$ cat config.mk
export PLATFORM = sky130hd
export DESIGN_NAME = seq_scan_arbiter
export DESIGN_NICKNAME = d
export VERILOG_FILES = /design/src/rtl/seq_detector_pkg.sv /design/src/rtl/rr_arb2.sv /design/src/rtl/seq_scan_arbiter.sv
export SDC_FILE = /design/constraint.sdc
export NUM_CORES = 1
export LEC_CHECK = 0
export BUFFER_PORTS_ARGS = -buffer_cell sky130_fd_sc_hd__buf_2
export CAP_MARGIN = 20
export CORE_MARGIN = 10
export CORE_UTILIZATION = 50
export CTS_CLUSTER_DIAMETER = 200
export DETAILED_ROUTE_END_ITERATION = 8
export HOLD_SLACK_MARGIN = 0.15
export PLACE_DENSITY = 0.76
export SYNTH_ARGS = -nofsm -noshare
export SYNTH_HDL_FRONTEND = slang
export SYNTH_SLANG_ARGS = --single-unit
$ cat constraint.sdc
create_clock -name clk -period 2.6 [get_ports clk]
set_clock_uncertainty 0.1 [all_clocks]
set_input_delay 0.26 -clock clk [delete_from_list [all_inputs] [get_ports clk]]
set_output_delay 0.26 -clock clk [all_outputs]
set_load 0.005 [all_outputs]
$ cat src/rtl/seq_detector_pkg.sv
// Shared types for the serial 1011 detector and the arbiter that scans words through it.
package seq_detector_pkg;

    typedef enum logic [2:0] {
        S0,
        S1,
        S2,
        S3,
        S4
    } state_t;

    typedef enum logic [2:0] {
        SC_IDLE,
        SC_CLEAR,
        SC_SHIFT,
        SC_DRAIN,
        SC_RESP
    } scan_state_t;

endpackage

$ cat src/rtl/rr_arb2.sv
// Two-way round-robin arbiter: the requester that was not granted last wins a tie.
module rr_arb2 (
    input  logic [1:0] valid_i,
    input  logic       last_grant_i,
    output logic [1:0] grant_o
);

    always_comb begin
        grant_o    = 2'b00;
        grant_o[0] = valid_i[0] & (~valid_i[1] | last_grant_i);
        grant_o[1] = valid_i[1] & (~valid_i[0] | ~last_grant_i);
    end

endmodule

$ cat src/rtl/seq_scan_arbiter.sv
// Shares one serial 1011 detector between two word requesters: clear, shift MSB-first,
// count hits and hand the count back tagged with the requester id.
module seq_scan_arbiter
    import seq_detector_pkg::*;
#(
    parameter int unsigned WORD_W = 8,
    parameter int unsigned CNT_W  = $clog2(WORD_W + 1)
) (
    input  logic              clk,
    input  logic              rst,
    input  logic              req0_valid,
    output logic              req0_ready,
    input  logic [WORD_W-1:0] req0_data,
    input  logic              req1_valid,
    output logic              req1_ready,
    input  logic [WORD_W-1:0] req1_data,
    output logic              resp_valid,
    input  logic              resp_ready,
    output logic              resp_id,
    output logic [CNT_W-1:0]  resp_count,
    output logic              det_rst_n,
    output logic              det_bit,
    input  logic              det_hit
);

    localparam int unsigned BIT_W = $clog2(WORD_W);

    scan_state_t       state_q, state_d;
    logic [WORD_W-1:0] shreg_q, shreg_d;
    logic [BIT_W-1:0]  bit_cnt_q, bit_cnt_d;
    logic [CNT_W-1:0]  hit_cnt_q, hit_cnt_d;
    logic              id_q, id_d;
    logic              last_grant_q, last_grant_d;
    logic              det_rst_n_q, det_rst_n_d;
    logic              det_bit_q, det_bit_d;
    logic              resp_valid_q, resp_valid_d;
    logic              resp_id_q, resp_id_d;
    logic [CNT_W-1:0]  resp_count_q, resp_count_d;
    logic [1:0]        grant;

    rr_arb2 u_arb (
        .valid_i      ({req1_valid, req0_valid}),
        .last_grant_i (last_grant_q),
        .grant_o      (grant)
    );

    always_ff @(posedge clk) begin
        if (rst) begin
            state_q      <= SC_IDLE;
            shreg_q      <= '0;
            bit_cnt_q    <= '0;
            hit_cnt_q    <= '0;
            id_q         <= 1'b0;
            last_grant_q <= 1'b1;
            det_rst_n_q  <= 1'b0;
            det_bit_q    <= 1'b0;
            resp_valid_q <= 1'b0;
            resp_id_q    <= 1'b0;
            resp_count_q <= '0;
        end else begin
            state_q      <= state_d;
            shreg_q      <= shreg_d;
            bit_cnt_q    <= bit_cnt_d;
            hit_cnt_q    <= hit_cnt_d;
            id_q         <= id_d;
            last_grant_q <= last_grant_d;
            det_rst_n_q  <= det_rst_n_d;
            det_bit_q    <= det_bit_d;
            resp_valid_q <= resp_valid_d;
            resp_id_q    <= resp_id_d;
            resp_count_q <= resp_count_d;
        end
    end

    // Registered detector controls are computed one cycle ahead of the state that owns them.
    always_comb begin
        state_d      = state_q;
        shreg_d      = shreg_q;
        bit_cnt_d    = bit_cnt_q;
        hit_cnt_d    = hit_cnt_q;
        id_d         = id_q;
        last_grant_d = last_grant_q;
        det_rst_n_d  = det_rst_n_q;
        det_bit_d    = det_bit_q;
        resp_valid_d = resp_valid_q;
        resp_id_d    = resp_id_q;
        resp_count_d = resp_count_q;
        req0_ready   = 1'b0;
        req1_ready   = 1'b0;

        case (state_q)
            SC_IDLE: begin
                det_rst_n_d = 1'b1;
                det_bit_d   = 1'b0;
                if (|grant) begin
                    req0_ready   = grant[0] & ~rst;
                    req1_ready   = grant[1] & ~rst;
                    shreg_d      = grant[1] ? req1_data : req0_data;
                    id_d         = grant[1];
                    last_grant_d = grant[1];
                    bit_cnt_d    = '0;
                    hit_cnt_d    = '0;
                    det_rst_n_d  = 1'b0;
                    state_d      = SC_CLEAR;
                end
            end
            SC_CLEAR: begin
                det_rst_n_d = 1'b1;
                det_bit_d   = shreg_q[WORD_W-1];
                shreg_d     = {shreg_q[WORD_W-2:0], 1'b0};
                state_d     = SC_SHIFT;
            end
            SC_SHIFT: begin
                // det_hit lags the driven bit by one cycle, so bit 0 has no sample yet.
                if (bit_cnt_q != '0) begin
                    hit_cnt_d = hit_cnt_q + CNT_W'(det_hit);
                end
                if (bit_cnt_q == BIT_W'(WORD_W - 1)) begin
                    det_bit_d = 1'b0;
                    state_d   = SC_DRAIN;
                end else begin
                    det_bit_d = shreg_q[WORD_W-1];
                    shreg_d   = {shreg_q[WORD_W-2:0], 1'b0};
                    bit_cnt_d = bit_cnt_q + BIT_W'(1);
                end
            end
            SC_DRAIN: begin
                hit_cnt_d    = hit_cnt_q + CNT_W'(det_hit);
                resp_count_d = hit_cnt_q + CNT_W'(det_hit);
                resp_id_d    = id_q;
                resp_valid_d = 1'b1;
                state_d      = SC_RESP;
            end
            SC_RESP: begin
                if (resp_ready) begin
                    resp_valid_d = 1'b0;
                    state_d      = SC_IDLE;
                end
            end
            default: begin
                state_d = SC_IDLE;
            end
        endcase
    end

    assign det_rst_n  = det_rst_n_q;
    assign det_bit    = det_bit_q;
    assign resp_valid = resp_valid_q;
    assign resp_id    = resp_id_q;
    assign resp_count = resp_count_q;

endmodule
==> results_dict.tcl, run 1 <==
set metrics [dict create \
    yosysMostFrequentCell "dfxtp_1" \
    finalHoldViolCount 0 \
    dp_hpwl_um 2443 \
    synthCells 161 \
    fp.dieW_um 72.52 \
    wl_um 3166 \
    cts_tree "yes" \
    rows 18 \
    synth_edf_count 0 \
    synthTopCellsByCount "28 x dfxtp_1, 21 x nor2_1, 20 x nand2_1" \
    grt_pass1_wl_um 5444 \
    critPathMaxFanout 15 \
    drtAntennaViolNets 0 \
    synth_nets 188 \
    end_kind "output pin" \
    ys_async_sr_fraction 0 \
    top_layer "met4" \
    grt_usage 0.1228 \
    ir_drop_mv 0.4280 \
    worst_pin_slew_ns 0.5236 \
    num_vias 1211 \
    antenna_found_initial 0 \
    synth.cell_area_sq_um 1379 \
    grt_pass1_vias 1290 \
    finalSetupViolations 0 \
    ys_seq_area_frac 0.4065 \
    synth_seq_cells 28 \
    fin_crit_ns 2.126 \
    place_inst 217 \
    ys.flop_type "dfxtp_1" \
    cts-htree-levels 1 \
    drv_slew 0 \
    synth.avg_cell_area_sq_um 8.564 \
    initial_core_util 0.5418 \
    synth_area_leader_cell "dfxtp_1" \
    grt_max_degree 31 \
    required_ns 2.24 \
    nNetsFinal 220 \
    clock_latency_ns 0.32 \
    gp_congestion 0.8625 \
    cts_setup_buffers 0 \
    n_antenna_cell 0 \
    maxCapViolations 0 \
    drc_errors 0 \
    dr.pass1.iters 5 \
    synth_simple_gate_area_frac 0.2178 \
    dr_wl_met3_um 154 \
    wire_per_inst_um 14.33 \
    outcome "completed" \
    wirelength_met1_um 1362 \
    fp.coreArea_sq_um 2545 \
    ctsLongestPathBuffers 2 \
    cts_root_buf "clkbuf_4" \
    path_class "reg -> out" \
    synth_top_family_by_area "simple AND/OR/NAND/NOR gates" \
    cts-resized-gates 0 \
    cp.arrival_ns 1.77 \
    min_period_over_period 0.8178 \
    cts_sinks 28 \
    synth_fa_ha_area_frac 0.04537 \
    ys_types 32 \
    synthTopCellsByArea "dfxtp_1 41%, mux2i_1 9.4%, a21oi_1 6.5%" \
    slew_headroom 0.6509 \
    leakage_uw 0.0007231 \
    rsz0062_at_grt "false" \
    synthXorXnorAreaFrac 0.01906 \
    drive_above_1_share 0.2094 \
    synth_compound_area_frac 0.1661 \
    fin_setup_tns_ns 0 \
    drt-vias-per-instance 5.480 \
    die_height_um 72.52 \
    n_fill_cell 232 \
    startpoint_type "flip-flop" \
    power_density_nw_per_um2 690.5 \
    cts_made_buffers 3 \
    register_area_sq_um 560.5 \
    syn2layout_area_growth_pct 15.34 \
    grt-ovfl-total 0 \
    synth_warnings 0 \
    drtIter0Drc 72 \
    yosysTopAreaCellShare 0.4065 \
    wl_met2_um 1636 \
    port_buffers 31 \
    clkTransAtPathRegs_ns 0.14 \
    io_pins 32 \
    muxShareOfSynthArea 0.1025 \
    hp-class "in -> reg" \
    fmaxAchievable_mhz 470.3 \
    multi_input_area_sq_um 759.5 \
    instances_no_fill 221 \
    dieArea_sq_um 5258 \
]
==> area by class of cell <==
| class | instances | share of cell area |
|---|---|---|
| Inverter | 6 | 0.01416 |
| Timing Repair Buffer | 35 | 0.1180 |
| Clock buffer | 3 | 0.01416 |
| Multi-Input combinational cell | 119 | 0.4776 |
| Sequential cell | 28 | 0.3525 |
| Tap cell | 30 | 0.02360 |
==> what timing repair did <==
action,CTS,global route
hold buffers,1,0
endpoints found under the setup margin,0,0
endpoints found under the hold margin,1,0
==> cells by family (layout without fill, tap and decap cells) <==
logic type                 count (synthesis)  in the layout
and+or+nand+nor                           63             63
AOI/OAI and AO/OA                         34             34
adders and majority gates                  5              5
muxes                                     14             14
xor gates and xnor gates                   3              3
DFF                                       28             28
buffers and inverters                     14             44
==> worst paths after layout <==
kind / from / to / slack, ns / cells after the start
worst max register to register: state_q[1]$_SDFFE_PP0P_ / shreg_q[2]$_SDFFE_PP0P_ / 0.63 / 5
worst max-delay path: state_q[1]$_SDFFE_PP0P_ / req0_ready / 0.47 / 4
worst min-delay path: det_hit / resp_count[0]$_SDFFE_PP0P_ / 0.23 / 4
worst min register to register: det_bit$_SDFFE_PP0P_ / det_bit$_SDFFE_PP0P_ / 0.37 / 2
==> cells in the final DEF, fill, tap and decap left out <==
cell type      synthesis  layout
a22oi_1                2       2
nand3_1                3       3
nor4bb_1               1       1
nand2b_1               2       2
nand3b_1               2       2
xnor2_1                2       2
a211oi_1               2       2
nor3b_1                1       1
mux2_2                 1       1
nor3_2                 1       1
nor2_1                21      21
a21oi_1               18      18
xor2_1                 1       1
ha_1                   5       5
o21ai_0                1       1
a21boi_0               1       1
or4_1                  4       4
dfxtp_1               28      28
or2_0                  1       1
buf_4                  0       3
or2_1                  1       1
dlygate4sd3_1          0       1
buf_2                  5      31
nor3_1                 3       3
mux2i_1               13      13
clkbuf_4               0       3
nand4_1                1       1
nand2_1               20      20
a211o_1                7       7
o311ai_2               1       1
nor2b_1                2       2
inv_1                  6       6
a2bb2oi_1              1       1
a221o_1                1       1
==> flip-flops by register name, indices dropped and copies added, names as in the netlist <==
register      cells
shreg_q           8
hit_cnt_q         4
resp_count        4
bit_cnt_q         3
state_q           3
det_bit           1
det_rst_n         1
id_q              1
last_grant_q      1
resp_id           1
resp_valid        1
==> through the flow <==
step	utilization	hold WS (ns)	area [sq um]	worst slack, ns	power [uW]
floorplan	-	0.2357	1379	0.8753	821.7
global placement	0.6121	0.3428	1558	0.7937	903.1
CTS	0.6249	0.2298	1590	0.4733	1106
detailed placement	0.6121	0.3478	1558	0.6843	926.2
global route	0.6249	0.2739	1590	0.3096	1174
finish	0.6249	0.2339	1590	0.4738	1098
==> worst max-delay path: stages, from the launching register on <==
cell and delay, ns:
dfxtp_1 0.50, nor3_2 0.42, nand2_1 0.20, nor3_1 0.19, buf_2 0.14
==> per-layer routing <==
| layer | vias to the layer above | GRT usage |
|---|---|---|
| li1 | 625 | - |
| met1 | 562 | 0.1354 |
| met2 | 22 | 0.2264 |
| met3 | 2 | 0.02585 |
| met4 | 0 | 0.04008 |
| met5 | - | 0 |
==> power by group <==
group	switching [uW]	total, uW	internal [uW]
Sequential	60.6	551	491
Combinational	197	368	171
Clock	125	179	54.4
Power figures use the tool's default switching activity.
==> inputs of run 2 (changes only) <==
--- a/config.mk
+++ b/config.mk
@@ -8,11 +8,11 @@
 export BUFFER_PORTS_ARGS = -buffer_cell sky130_fd_sc_hd__buf_2
 export CAP_MARGIN = 20
 export CORE_MARGIN = 10
-export CORE_UTILIZATION = 50
+export CORE_UTILIZATION = 47
 export CTS_CLUSTER_DIAMETER = 200
 export DETAILED_ROUTE_END_ITERATION = 8
 export HOLD_SLACK_MARGIN = 0.15
-export PLACE_DENSITY = 0.76
+export PLACE_DENSITY = 0.75
 export SYNTH_ARGS = -nofsm -noshare
 export SYNTH_HDL_FRONTEND = slang
 export SYNTH_SLANG_ARGS = --single-unit
==> constraint.sdc (replaced) <==
create_clock -name clk -period 1.9 [get_ports clk]
set_clock_uncertainty 0.1 [all_clocks]
set_input_delay 0.19 -clock clk [delete_from_list [all_inputs] [get_ports clk]]
set_output_delay 0.19 -clock clk [all_outputs]
set_load 0.005 [all_outputs]
==> results_dict.tcl, run 2 (synthesis gave the netlist of run 1 again) <==
set metrics [dict create \
    outcome "completed" \
    hp-class "in -> reg" \
    n_antenna_cell 0 \
    grt_util_met2 0.2159 \
    setup_slack_ns 0.04990 \
    n_fill_cell 245 \
    final_cell_mix "31 x buf_2, 25 x dfxtp_1, 21 x nor2_1" \
    power_uw 1595 \
    fin_util 0.6032 \
    required_ns 2.07 \
    io_pins 32 \
    clock_latency_ns 0.33 \
    slowest_stage "or4_4" \
    crit_path_cell_trace "ha_1, ha_1, nand2_1, nand3b_1, or4_4, a21oi_2" \
    worst_pin_slew_ns 0.5352 \
    multi_input_area_sq_um 773.2 \
    dieArea_sq_um 5500 \
    port_buffers 31 \
    layout_commonest_cell "buf_2" \
    fin_crit_ns 1.850 \
    rows 19 \
    startpoint "bit_cnt_q[0]$_SDFFE_PP0P_" \
    fp.coreArea_sq_um 2781 \
    reg2reg_from "bit_cnt_q[0]$_SDFFE_PP0P_" \
    cpMostUsedCell "ha_1" \
    grt-ovfl-total 0 \
    slew_headroom 0.6432 \
    wire_per_inst_um 14.19 \
    maxCapViolations 0 \
    critPathMaxFanout 6 \
    wl_um 3263 \
    max_stage_delay_ns 0.56 \
    largest_reg_flops 8 \
    cts-htree-levels 1 \
    power_density_nw_per_um2 950.5 \
    drtIter0Drc 29 \
    leakage_uw 0.0007706 \
    num_vias 1250 \
    die_height_um 74.17 \
    nNetsFinal 227 \
    largest_register "shreg_q" \
    drt-vias-per-instance 5.435 \
    stdcell_area_sq_um 1678 \
    cp.arrival_ns 2.02 \
    drive_above_1_share 0.2613 \
    grt_usage 0.1216 \
    grt_max_degree 31 \
    ctsLongestPathBuffers 2 \
    syn2layout_area_growth_pct 21.69 \
    cts_sinks 28 \
    path_class "reg -> reg" \
    cts_tree "yes" \
    place_ws_ns 0.06081 \
    startpoint_type "flip-flop" \
    initial_core_util 0.4957 \
    clkTransAtPathRegs_ns 0.15 \
    cts_root_buf "clkbuf_4" \
    grtUsageMet3 0.03723 \
    grt_pass1_vias 1312 \
    dr.pass1.iters 4 \
    end_kind "flip-flop" \
    ir_drop_mv 0.6400 \
    cts_made_buffers 3 \
    register_area_sq_um 564.3 \
    grt-busiest-layer "met2" \
    dp_hpwl_um 2409 \
    cp_top_family "simple AND/OR/NAND/NOR gates" \
    antenna_found_initial 0 \
    fmaxAchievable_mhz 540.5 \
    drv_slew 0 \
    finalSetupViolations 0 \
    drtAntennaViolNets 0 \
    worstHoldStart "det_hit" \
    fp.dieW_um 74.17 \
    dpl_cell_area_sq_um 1567 \
    grt_util_met1 0.1267 \
    finalHoldViolCount 0 \
    path_buf_inv 0 \
    drc_errors 0 \
    grt_pass1_wl_um 5506 \
    gp_congestion 0.8541 \
    min_period_over_period 0.9737 \
]
[run 2: through the flow]
stage / TNS (ns) / hold WS [ns] / std cells
floorplan: 0 / 0.1657 / 161
global placement: 0 / 0.3430 / 219
detailed placement: 0 / 0.3505 / 219
CTS: 0 / 0.1722 / 225
global route: -0.01244 / 0.1994 / 230
finish: 0 / 0.1810 / 230
[run 2: layout make-up]
cell class,count,area share
multi-input cells,119,0.4609
flip-flops and latches,28,0.3363
repair buffers,42,0.1447
well taps,31,0.02312
clock buffers,4,0.02163
inverters,6,0.01342
[run 2: what timing repair did]
item                       4_1_cts  5_1_grt
buffers inserted                 0        5
pin swaps                        1        2
hold endpoints to repair         4        0
hold buffers                     2        0
gates resized for setup          1        6
setup endpoints to repair        2       12
[run 2: routing by layer]
metal | routed length, um | vias to the layer above
li1 | - | 642
met1 | 1354 | 583
met2 | 1697 | 19
met3 | 166 | 6
met4 | 44 | 0
met5 | 0 | -
[run 2: power by group]
| part | internal [uW] | leakage (uW) | switching, uW |
|---|---|---|---|
| Sequential | 674 | 0.000230 | 78.2 |
| Combinational | 271 | 0.000520 | 278 |
| Clock | 117 | 0.0000210 | 175 |
| Total | 1060 | 0.000771 | 532 |
[run 2: path summary, 6_finish.rpt]
check | cells after the start | slack [ns] | end
worst max register to register | 6 | 0.05 | bit_cnt_q[1]$_SDFFE_PP0P_
worst max-delay path | 6 | 0.05 | bit_cnt_q[1]$_SDFFE_PP0P_
worst min-delay path | 4 | 0.18 | hit_cnt_q[0]$_SDFFE_PP0P_
worst min register to register | 2 | 0.37 | shreg_q[6]$_SDFFE_PP0P_
[run 2: worst min-delay path: cells and delay by family]
family	cells	cell delay [ns]
simple gates	1	0.08
fa+ha+maj	1	0.15
compound gates	1	0.08
buf+inv	1	0.09
